===== src/rtl/ph_fifo.sv =====
// ph_fifo: parasite-to-host byte FIFO for tube register 3 block transfers.
//
// Generalises the two-byte register 3 FIFO to DEPTH entries with a
// programmable BLOCK size. In block mode the host sees data-available once
// a whole block is present, and that indication holds until the FIFO has
// fully drained. Single clock domain.
//
// Parameters:
//   DEPTH       entries, power of 2, >= 2
//   BLOCK       block-mode transfer size, 1..DEPTH
//   INIT_COUNT  entries considered valid after reset, 0..DEPTH
//   INIT_DATA   reset value of every storage entry
//
// Ports:
//   p_phi2           in   clock, all state on rising edge
//   h_rst            in   asynchronous reset, active-high
//   p_data           in   parasite write data
//   p_selectData     in   parasite data register selected
//   p_rdnw           in   parasite read/not-write
//   h_selectData     in   host data register selected
//   h_rd             in   host read strobe
//   one_byte_mode    in   1 = single-latch semantics, 0 = block mode
//   h_data           out  entry at read pointer (combinational)
//   h_data_available out  host may read (combinational)
//   p_empty          out  FIFO empty (combinational)
//   p_full           out  parasite must not write (combinational)
//   count            out  occupied entries, 0..DEPTH (combinational)
//
// Optional feature, enabled by defining PH_FIFO_OVERRUN_EN:
//   h_clr_err        in   clears both sticky error flags (wins over a set)
//   p_overrun        out  sticky: write attempted while FIFO held DEPTH entries
//   h_underrun       out  sticky: read attempted while FIFO was empty
// With the macro undefined these ports are absent and rejected operations
// leave no record.

module ph_fifo #(
  parameter int unsigned DEPTH      = 4,
  parameter int unsigned BLOCK      = 2,
  parameter int unsigned INIT_COUNT = 1,
  parameter logic [7:0]  INIT_DATA  = 8'haa
) (
  input  logic                      p_phi2,
  input  logic                      h_rst,
  input  logic [7:0]                p_data,
  input  logic                      p_selectData,
  input  logic                      p_rdnw,
  input  logic                      h_selectData,
  input  logic                      h_rd,
  input  logic                      one_byte_mode,
  output logic [7:0]                h_data,
  output logic                      h_data_available,
  output logic                      p_empty,
  output logic                      p_full,
  output logic [$clog2(DEPTH):0]    count
`ifdef PH_FIFO_OVERRUN_EN
  ,
  input  logic                      h_clr_err,
  output logic                      p_overrun,
  output logic                      h_underrun
`endif
);

  localparam int unsigned AW = $clog2(DEPTH);
  localparam int unsigned CW = AW + 1;

  localparam logic [CW-1:0] DEPTH_C = CW'(DEPTH);
  localparam logic [CW-1:0] BLOCK_C = CW'(BLOCK);
  localparam logic [CW-1:0] INIT_C  = CW'(INIT_COUNT);

  typedef enum logic {
    ST_IDLE = 1'b0,
    ST_HELD = 1'b1
  } hold_state_t;

  logic [7:0]    mem_q [DEPTH];
  logic [CW-1:0] waddr_q, waddr_d;
  logic [CW-1:0] raddr_q, raddr_d;
  logic [CW-1:0] count_c;
  logic [CW-1:0] count_next_c;
  logic          is_full_c;
  logic          is_empty_c;
  logic          wr_try_c;
  logic          rd_try_c;
  logic          wr_acc_c;
  logic          rd_acc_c;
  logic          hold_c;
  hold_state_t   state_q, state_d;

  // Occupancy from the extra pointer bit; pointers wrap mod 2*DEPTH.
  assign count_c    = waddr_q - raddr_q;
  assign is_full_c  = (count_c == DEPTH_C);
  assign is_empty_c = (count_c == '0);

  // Acceptance is judged on the pre-edge count, so a read and write on the
  // same edge both go through unless the FIFO is at an extreme.
  assign wr_try_c = p_selectData & ~p_rdnw;
  assign rd_try_c = h_selectData & h_rd;
  assign wr_acc_c = wr_try_c & ~is_full_c;
  assign rd_acc_c = rd_try_c & ~is_empty_c;

  // Pointer next-state.
  always_comb begin
    waddr_d = waddr_q;
    raddr_d = raddr_q;
    if (wr_acc_c) begin
      waddr_d = waddr_q + CW'(1);
    end
    if (rd_acc_c) begin
      raddr_d = raddr_q + CW'(1);
    end
  end

  assign count_next_c = waddr_d - raddr_d;

  // Pointer registers; reset makes INIT_COUNT entries appear valid.
  always_ff @(posedge p_phi2 or posedge h_rst) begin
    if (h_rst) begin
      waddr_q <= INIT_C;
      raddr_q <= '0;
    end else begin
      waddr_q <= waddr_d;
      raddr_q <= raddr_d;
    end
  end

  // Storage; every entry returns to INIT_DATA on reset.
  always_ff @(posedge p_phi2 or posedge h_rst) begin
    if (h_rst) begin
      mem_q <= '{default: INIT_DATA};
    end else if (wr_acc_c) begin
      mem_q[waddr_q[AW-1:0]] <= p_data;
    end
  end

  // Hold FSM: state register.
  always_ff @(posedge p_phi2 or posedge h_rst) begin
    if (h_rst) begin
      state_q <= ST_IDLE;
    end else begin
      state_q <= state_d;
    end
  end

  // Hold FSM: next state. Latches availability once seen so the host can
  // drain below BLOCK entries; single-byte mode keeps it parked in IDLE.
  always_comb begin
    state_d = state_q;
    case (state_q)
      ST_IDLE: begin
        if (h_data_available && (count_next_c != '0)) begin
          state_d = ST_HELD;
        end
      end
      ST_HELD: begin
        if (count_next_c == '0) begin
          state_d = ST_IDLE;
        end
      end
      default: state_d = ST_IDLE;
    endcase
    if (one_byte_mode) begin
      state_d = ST_IDLE;
    end
  end

  // Hold FSM: output.
  always_comb begin
    hold_c = 1'b0;
    if (state_q == ST_HELD) begin
      hold_c = 1'b1;
    end
  end

  // Flags. In block mode the parasite is held off until a whole block fits.
  always_comb begin
    p_full           = is_full_c;
    h_data_available = ~is_empty_c;
    if (!one_byte_mode) begin
      p_full           = ((DEPTH_C - count_c) < BLOCK_C);
      h_data_available = (count_c >= BLOCK_C) | hold_c;
    end
  end

  assign p_empty = is_empty_c;
  assign count   = count_c;
  assign h_data  = mem_q[raddr_q[AW-1:0]];

`ifdef PH_FIFO_OVERRUN_EN
  logic p_overrun_q;
  logic h_underrun_q;

  // Sticky error capture; a clear on the same edge as a new error wins.
  always_ff @(posedge p_phi2 or posedge h_rst) begin
    if (h_rst) begin
      p_overrun_q  <= 1'b0;
      h_underrun_q <= 1'b0;
    end else if (h_clr_err) begin
      p_overrun_q  <= 1'b0;
      h_underrun_q <= 1'b0;
    end else begin
      if (wr_try_c && is_full_c) begin
        p_overrun_q <= 1'b1;
      end
      if (rd_try_c && is_empty_c) begin
        h_underrun_q <= 1'b1;
      end
    end
  end

  assign p_overrun  = p_overrun_q;
  assign h_underrun = h_underrun_q;
`endif

endmodule

===== config.mk =====
export PLATFORM = sky130hd
export DESIGN_NAME = ph_fifo
export DESIGN_NICKNAME = d
export VERILOG_FILES = /design/src/rtl/ph_fifo.sv
export SDC_FILE = /design/constraint.sdc
export NUM_CORES = 1
export LEC_CHECK = 0
export ABC_AREA = 1
export BUFFER_PORTS_ARGS = -buffer_cell sky130_fd_sc_hd__buf_2
export CAP_MARGIN = 5
export CORE_MARGIN = 3
export CORE_UTILIZATION = 47
export CTS_BUF_LIST = sky130_fd_sc_hd__clkbuf_4
export DETAILED_ROUTE_END_ITERATION = 7
export PLACE_DENSITY = 0.67
export SKIP_LAST_GASP = 1
export SLEW_MARGIN = 40
export SYNTH_ARGS = -nofsm -noshare
export SYNTH_HDL_FRONTEND = slang
export SYNTH_SLANG_ARGS = --single-unit

===== constraint.sdc =====
create_clock -name p_phi2 -period 4.1 [get_ports p_phi2]
set_clock_uncertainty 0.05 [all_clocks]
set_input_delay 0.205 -clock p_phi2 [delete_from_list [all_inputs] [get_ports p_phi2]]
set_output_delay 0.205 -clock p_phi2 [all_outputs]
set_load 0.02 [all_outputs]

Yosys cells after proc, flatten, opt, wreduce, memory -nomap -nowiden --
Index checks and enable logic that the tools add are counted.
Word-level totals: bits in registers 39, bits of input ports 15, logic and storage cells 49
Operators by class: add/subtract/negate cells 5, magnitude comparators 5, eq/ne operators 1, muxes and demuxes 15, bitwise gates (word level) 11, reductions and logical operators 5
Operators with widths (number):
- $bwmux 32 | 1
- $mux 8 | 3
- $bmux 8 s2 | 1
- $demux 8 s2 | 1
- $add 3x1->3 const B | 2
- $ge 3x3->1 const B | 2
- $logic_not 3->1 | 2
- $mux 1 | 6
- $mux 3 | 2
- $not 2->3 | 2
- $sub 3x3->3 | 2
- $and 1x1->1 | 4
- $not 1->1 | 4
- $eq 3x3->1 const B | 1
- $ge 3x2->1 const B | 1
- $lt 3x1->1 const B | 1
- $lt 3x2->1 const B | 1
- $reduce_bool 3->1 | 1
- $sub 3x3->3 const A | 1
- $logic_and 1x1->1 | 2
- $pmux 1 s2 | 1
- $or 1x1->1 | 1

Logic depth before layout (Yosys ltp) --
depth after elaboration 11, gate-level depth with buffers 18, depth with buffers taken out 18

Least setup slack after synthesis --
No wires, ideal clock.
path type reg-to-reg, start reg waddr_q[0], end reg state_q, library setup time 0.113 ns, arrival time 2.994 ns, required time 3.937 ns, path slack 0.943 ns, cell stages (with the launch flop) 19, path through dfstp_2 -> inv_1 -> ha_1 -> fa_1 -> xor2_1 -> xor2_1 -> ha_1 -> inv_1 -> nand3_1 -> nand2_1 -> o21ai_0 -> inv_1 -> ha_1 -> a21oi_1 -> inv_1 -> nand2_1 -> nand3_1 -> nand2_1 -> inv_1
On the way: word-level cells in the longest chain between the ends 11
Ends and longest elaborated chain:
- start: declaration | line 76 | logic [CW-1:0] waddr_q, waddr_d;
- start signal: assignment | line 121 | waddr_q <= waddr_d;
- $sub 3x3->3 * | line 90 | assign count_c = waddr_q - raddr_q;
- $logic_not 3->1 * | line 92 | assign is_empty_c = (count_c == '0);
- net p_empty | line 52 | output logic p_empty,
- $not 1->1 * | line 99 | assign rd_acc_c = rd_try_c & ~is_empty_c;
- $and 1x1->1 * | line 99
- $mux 3 * | line 108 | if (rd_acc_c) begin
- net raddr_d[1] | line 77 | logic [CW-1:0] raddr_q, raddr_d;
- $sub 3x3->3 * | line 113 | assign count_next_c = waddr_d - raddr_d;
- $reduce_bool 3->1 | line 150 | if (h_data_available && (count_next_c != '0)) begin
- $logic_and 1x1->1 | line 150
- $mux 1 | line 150
- $pmux 1 s2 * | line 148 | case (state_q)
- $mux 1 * | line 161 | if (one_byte_mode) begin
- net state_d | line 87 | hold_state_t state_q, state_d;
- end signal: assignment | line 140 | state_q <= state_d;
- end: declaration | line 87
Mark *: on every way through the listed nets, which the timed path passes. The rest lies on a longest branch. A chain may end at the register's enable or synchronous reset.

Worst setup path in the final report --
start reg raddr_q[0], end reg state_q
On the way: word-level cells in the longest chain between the ends 11
Ends and longest elaborated chain:
- start: declaration | line 77
- start signal: assignment | line 122 | raddr_q <= raddr_d;
- $sub 3x3->3 | line 90
- $logic_not 3->1 | line 92
- $not 1->1 | line 99
- $and 1x1->1 | line 99
- $mux 3 * | line 108
- net raddr_d[1] | line 77
- $sub 3x3->3 * | line 113
- $reduce_bool 3->1 | line 150
- $logic_and 1x1->1 | line 150
- $mux 1 | line 150
- $pmux 1 s2 * | line 148
- $mux 1 * | line 161
- net state_d | line 87
Marks and branches as above.

==> impl_results.rst <==
.. list-table::
   :header-rows: 1

   * - Metric
     - Value
   * - Wire length of the first global-routing pass
     - about 7.3 mm
   * - Share of cells above drive strength 1
     - 0.1866
   * - Number of antenna repair diodes
     - 0
   * - Crit path capture type
     - register
   * - Htree depth
     - 2
   * - Die X-Extent
     - 71.98 um
   * - Final worst path period share
     - 0.8160
   * - # rows
     - 23
   * - Total routing usage reported by global routing
     - 0.1808
   * - Number of buffers and inverters on the critical path
     - 4
   * - Remaining Overflow, GRT
     - 0
   * - Standard cell area after detailed placement
     - 2228 um2
   * - RSZ-0062 raised after global routing
     - false
   * - Average via count per standard cell
     - between 4 and 5
   * - Net count after synthesis
     - ~280
   * - Worst reg2reg path endpoint
     - state_q$_DFF_PP0_
   * - Source of the worst register-to-register timing path
     - raddr_q[0]$_DFF_PP0_
   * - Count of mapped cells out of synthesis
     - between 200 and 300
   * - Number of max-cap violations
     - 0
   * - Via count of the first global-routing pass
     - about 1.6k
   * - Final net count
     - 311
   * - Static leakage
     - 1.187 nW
   * - Required time reported for the critical path endpoint
     - 4.30 ns
   * - Slowest cell delay on critical path
     - around 0.70 ns
   * - Initial cell density of the core
     - 0.5006
   * - Routed wl met2
     - 1.899 mm
   * - Pre-Repair DR Iteration Count
     - 4
   * - Worst R2R Setup Slack
     - 0.75 ns
   * - Largest buffer count on any clock path
     - 2
   * - Number of warnings printed during yosys synthesis
     - 0
   * - Register clock-pin slew on the reported worst setup and hold paths
     - 0.11 ns
   * - #FFs+latches synth
     - 39
   * - Register area share after synthesis
     - 0.4875
   * - VDD IR max
     - around 0.35 mV
   * - Outcome
     - completed
   * - Clock tree from TritonCTS
     - done
   * - Number of instances in the placed design
     - around 330
   * - Final weighted congestion of routability-driven global placement
     - just under 0.8
   * - Setup violations, final
     - 0
   * - Remaining routing DRC violations
     - 0
   * - Number of I/O port buffers
     - 28
   * - Core Footprint
     - roughly 4100 um2
   * - Maximum operating frequency
     - 298.9 MHz
   * - Type of element launching the critical path
     - register
   * - Startpoint-to-endpoint class of the critical path
     - reg -> reg
   * - Detail Route Antenna Nets
     - 0
   * - Critical-path top delay cell
     - dfrtp_1
   * - CTS root buf
     - clkbuf_4
   * - Max-Slew Margin vs Limit
     - 0.6379
   * - TritonCTS buffer count
     - 5
   * - Non-Filler Cell Area, Final
     - around 2300 um2
   * - Highest fanout seen on the critical path
     - 19
   * - Commonest non-fill, non-tap cells in the layout
     - 73 x nand2_1, 51 x o21ai_0, 33 x inv_1
   * - Worst reg2reg path depth
     - 15
   * - Transition time at the pin with the least slew margin
     - 0.5432 ns
   * - Total Negative Setup Slacks
     - 0 ns
   * - Drt wl/cell
     - approximately 12 um
   * - Type of the worst min-delay path
     - in -> reg
   * - PwrDens
     - approximately 920 nW/um2
   * - Synth top area share
     - 0.2691
   * - Cell Area, Synth
     - around 2000 um2
   * - Number of distinct standard cells referenced by the synthesized netlist
     - 16
   * - Total number of vias
     - between 1.5k and 2k
   * - Top-level I/O count
     - 29
   * - Initial antenna violation count
     - 0
   * - Cell type contributing the most total cell area after synthesis
     - dfrtp_1
   * - Final Hold Fails
     - 0
   * - Die Outline Area
     - 5180 um2
   * - Detail Placement HPWL
     - around 2.9 mm
   * - Synthesis-to-layout area growth
     - 11.99%
   * - Largest net degree at the start of global routing
     - 40
   * - Most common cell after layout, fill and taps aside
     - nand2_1
   * - Violation count after the first detailed-route iteration
     - roughly 120
   * - Kind of cell with the highest combined delay on the critical path
     - adder cells
   * - Synth area leaders
     - dfrtp_1 27%, dfstp_2 22%, nand2_1 13%
   * - # clock sinks
     - 39
   * - Average size of a mapped cell
     - between 8 and 9 um2
   * - Launch point of the worst hold path
     - p_data[1]
   * - Worst path depth
     - 15
   * - Instance count along the most critical hold path
     - 3
   * - Crit path arrival time
     - around 3.6 ns
   * - Max-slew violation count
     - 0
   * - Worst Hold End
     - mem_q[9]$_DFFE_PP1P_
   * - Highest Signal Layer
     - met4
   * - Routed length on met3
     - between 100 and 150 um
   * - M1 wire length
     - 2.005 mm
   * - Final WL
     - 4.093 mm
   * - Vertical die dimension
     - a little over 70 um
   * - Number of cells in the finished layout apart from fillers
     - about 330
   * - Critical path cell sequence
     - ha_1, fa_1, ha_1, ha_1, inv_1, nand3_1, o21ai_0, inv_1, ha_1, a21oi_1, inv_1, nand2_1, nand3_1, nand2_1, inv_1
   * - Clock latency at the later pin of the worst-skew pair
     - 0.34 ns
   * - Post-route minimum period
     - 3.346 ns
==> power breakdown <==
| group | switching (mW) | internal (mW) | total (mW) |
|---|---|---|---|
| Sequential | 0.131 | 0.610 | 0.742 |
| Clock | 0.123 | 0.0702 | 0.193 |
| Combinational | 0.745 | 0.427 | 1.17 |
| Total | 1.00 | 1.11 | 2.11 |
==> worst reg2reg max path, delay by kind of cell (launching register included) <==
family	cells	cell delay (ns)
flip-flops	1	0.70
AND/OR/NAND/NOR	4	0.33
adder cells (fa/ha/maj)	5	1.45
AO/OA/AOI/OAI	2	0.47
buffers and inverters	4	0.24
==> logic make-up after synthesis <==
| logic type | Yosys count | synth area share |
|---|---|---|
| AOI/OAI and AO/OA | 61 | 0.1547 |
| adders and majority gates | 13 | 0.08318 |
| xor gates and xnor gates | 4 | 0.01712 |
| buffers and inverters | 40 | 0.07400 |
| DFF | 39 | 0.4875 |
| and+or+nand+nor | 96 | 0.1835 |
==> cell type report <==
cell class / instances / area [um2]
fill: 406 / 1795
timing repair buffer: 30 / 157.7
clock buffer: 6 / 45.04
clock inverter: 2 / 7.507
tap: 50 / 62.56
multi-input combinational: 174 / 897.1
inverter: 33 / 123.9
sequential: 39 / 997.2
==> stage by stage <==
| stage | hold slack, ns | power, mW | setup slack [ns] | utilization |
|---|---|---|---|---|
| 3_3_place_gp | 0.2962 | 1.906 | 0.8719 | 0.5453 |
| 4_1_cts | 0.06040 | 2.130 | 0.7462 | 0.5606 |
| 5_1_grt | 0.08367 | 2.345 | 0.4237 | 0.5606 |
| 6_report | 0.07403 | 2.107 | 0.7543 | 0.5606 |
| 3_5_place_dp | 0.3017 | 1.927 | 0.7581 | 0.5453 |
| 2_1_floorplan | 0.3114 | 1.607 | 0.9434 | - |
==> timing repair <==
action                    4_1_cts  5_1_grt
hold buffers                    1        0
buffers inserted                0        0
gates resized for setup         0        0
hold endpoints to repair       22        0
==> sequential cells by signal (all words and copies together) (netlist names) <==
register,count
state_q,1
raddr_q,3
waddr_q,3
mem_q,32
==> cells in the mapped netlist <==
cell type / n
a21oi_1: 1
buf_2: 1
clkbuf_1: 6
dfrtp_1: 22
dfstp_2: 17
fa_1: 1
ha_1: 12
inv_1: 33
nand2_1: 73
nand3_1: 4
nor2_1: 17
nor2_4: 1
nor4_1: 1
o21ai_0: 51
o22ai_1: 9
xor2_1: 4
==> worst max path at each step <==
stage / end / slack, ns / start
after CTS: state_q$_DFF_PP0_ / 0.75 / raddr_q[0]$_DFF_PP0_
final: state_q$_DFF_PP0_ / 0.75 / raddr_q[0]$_DFF_PP0_
after floorplan: state_q$_DFF_PP0_ / 0.94 / waddr_q[0]$_DFF_PP1_
after global placement: state_q$_DFF_PP0_ / 0.87 / raddr_q[0]$_DFF_PP0_
after detailed placement: state_q$_DFF_PP0_ / 0.76 / raddr_q[0]$_DFF_PP0_
after global routing: state_q$_DFF_PP0_ / 0.42 / raddr_q[0]$_DFF_PP0_
==> metal layers <==
metal,vias up,GRT usage
met2,22,0.2888
met3,5,0.03324
met5,-,0
met1,741,0.2462
li1,867,-
met4,0,0.06889
No activity file was read; power rests on OpenSTA's default activity.
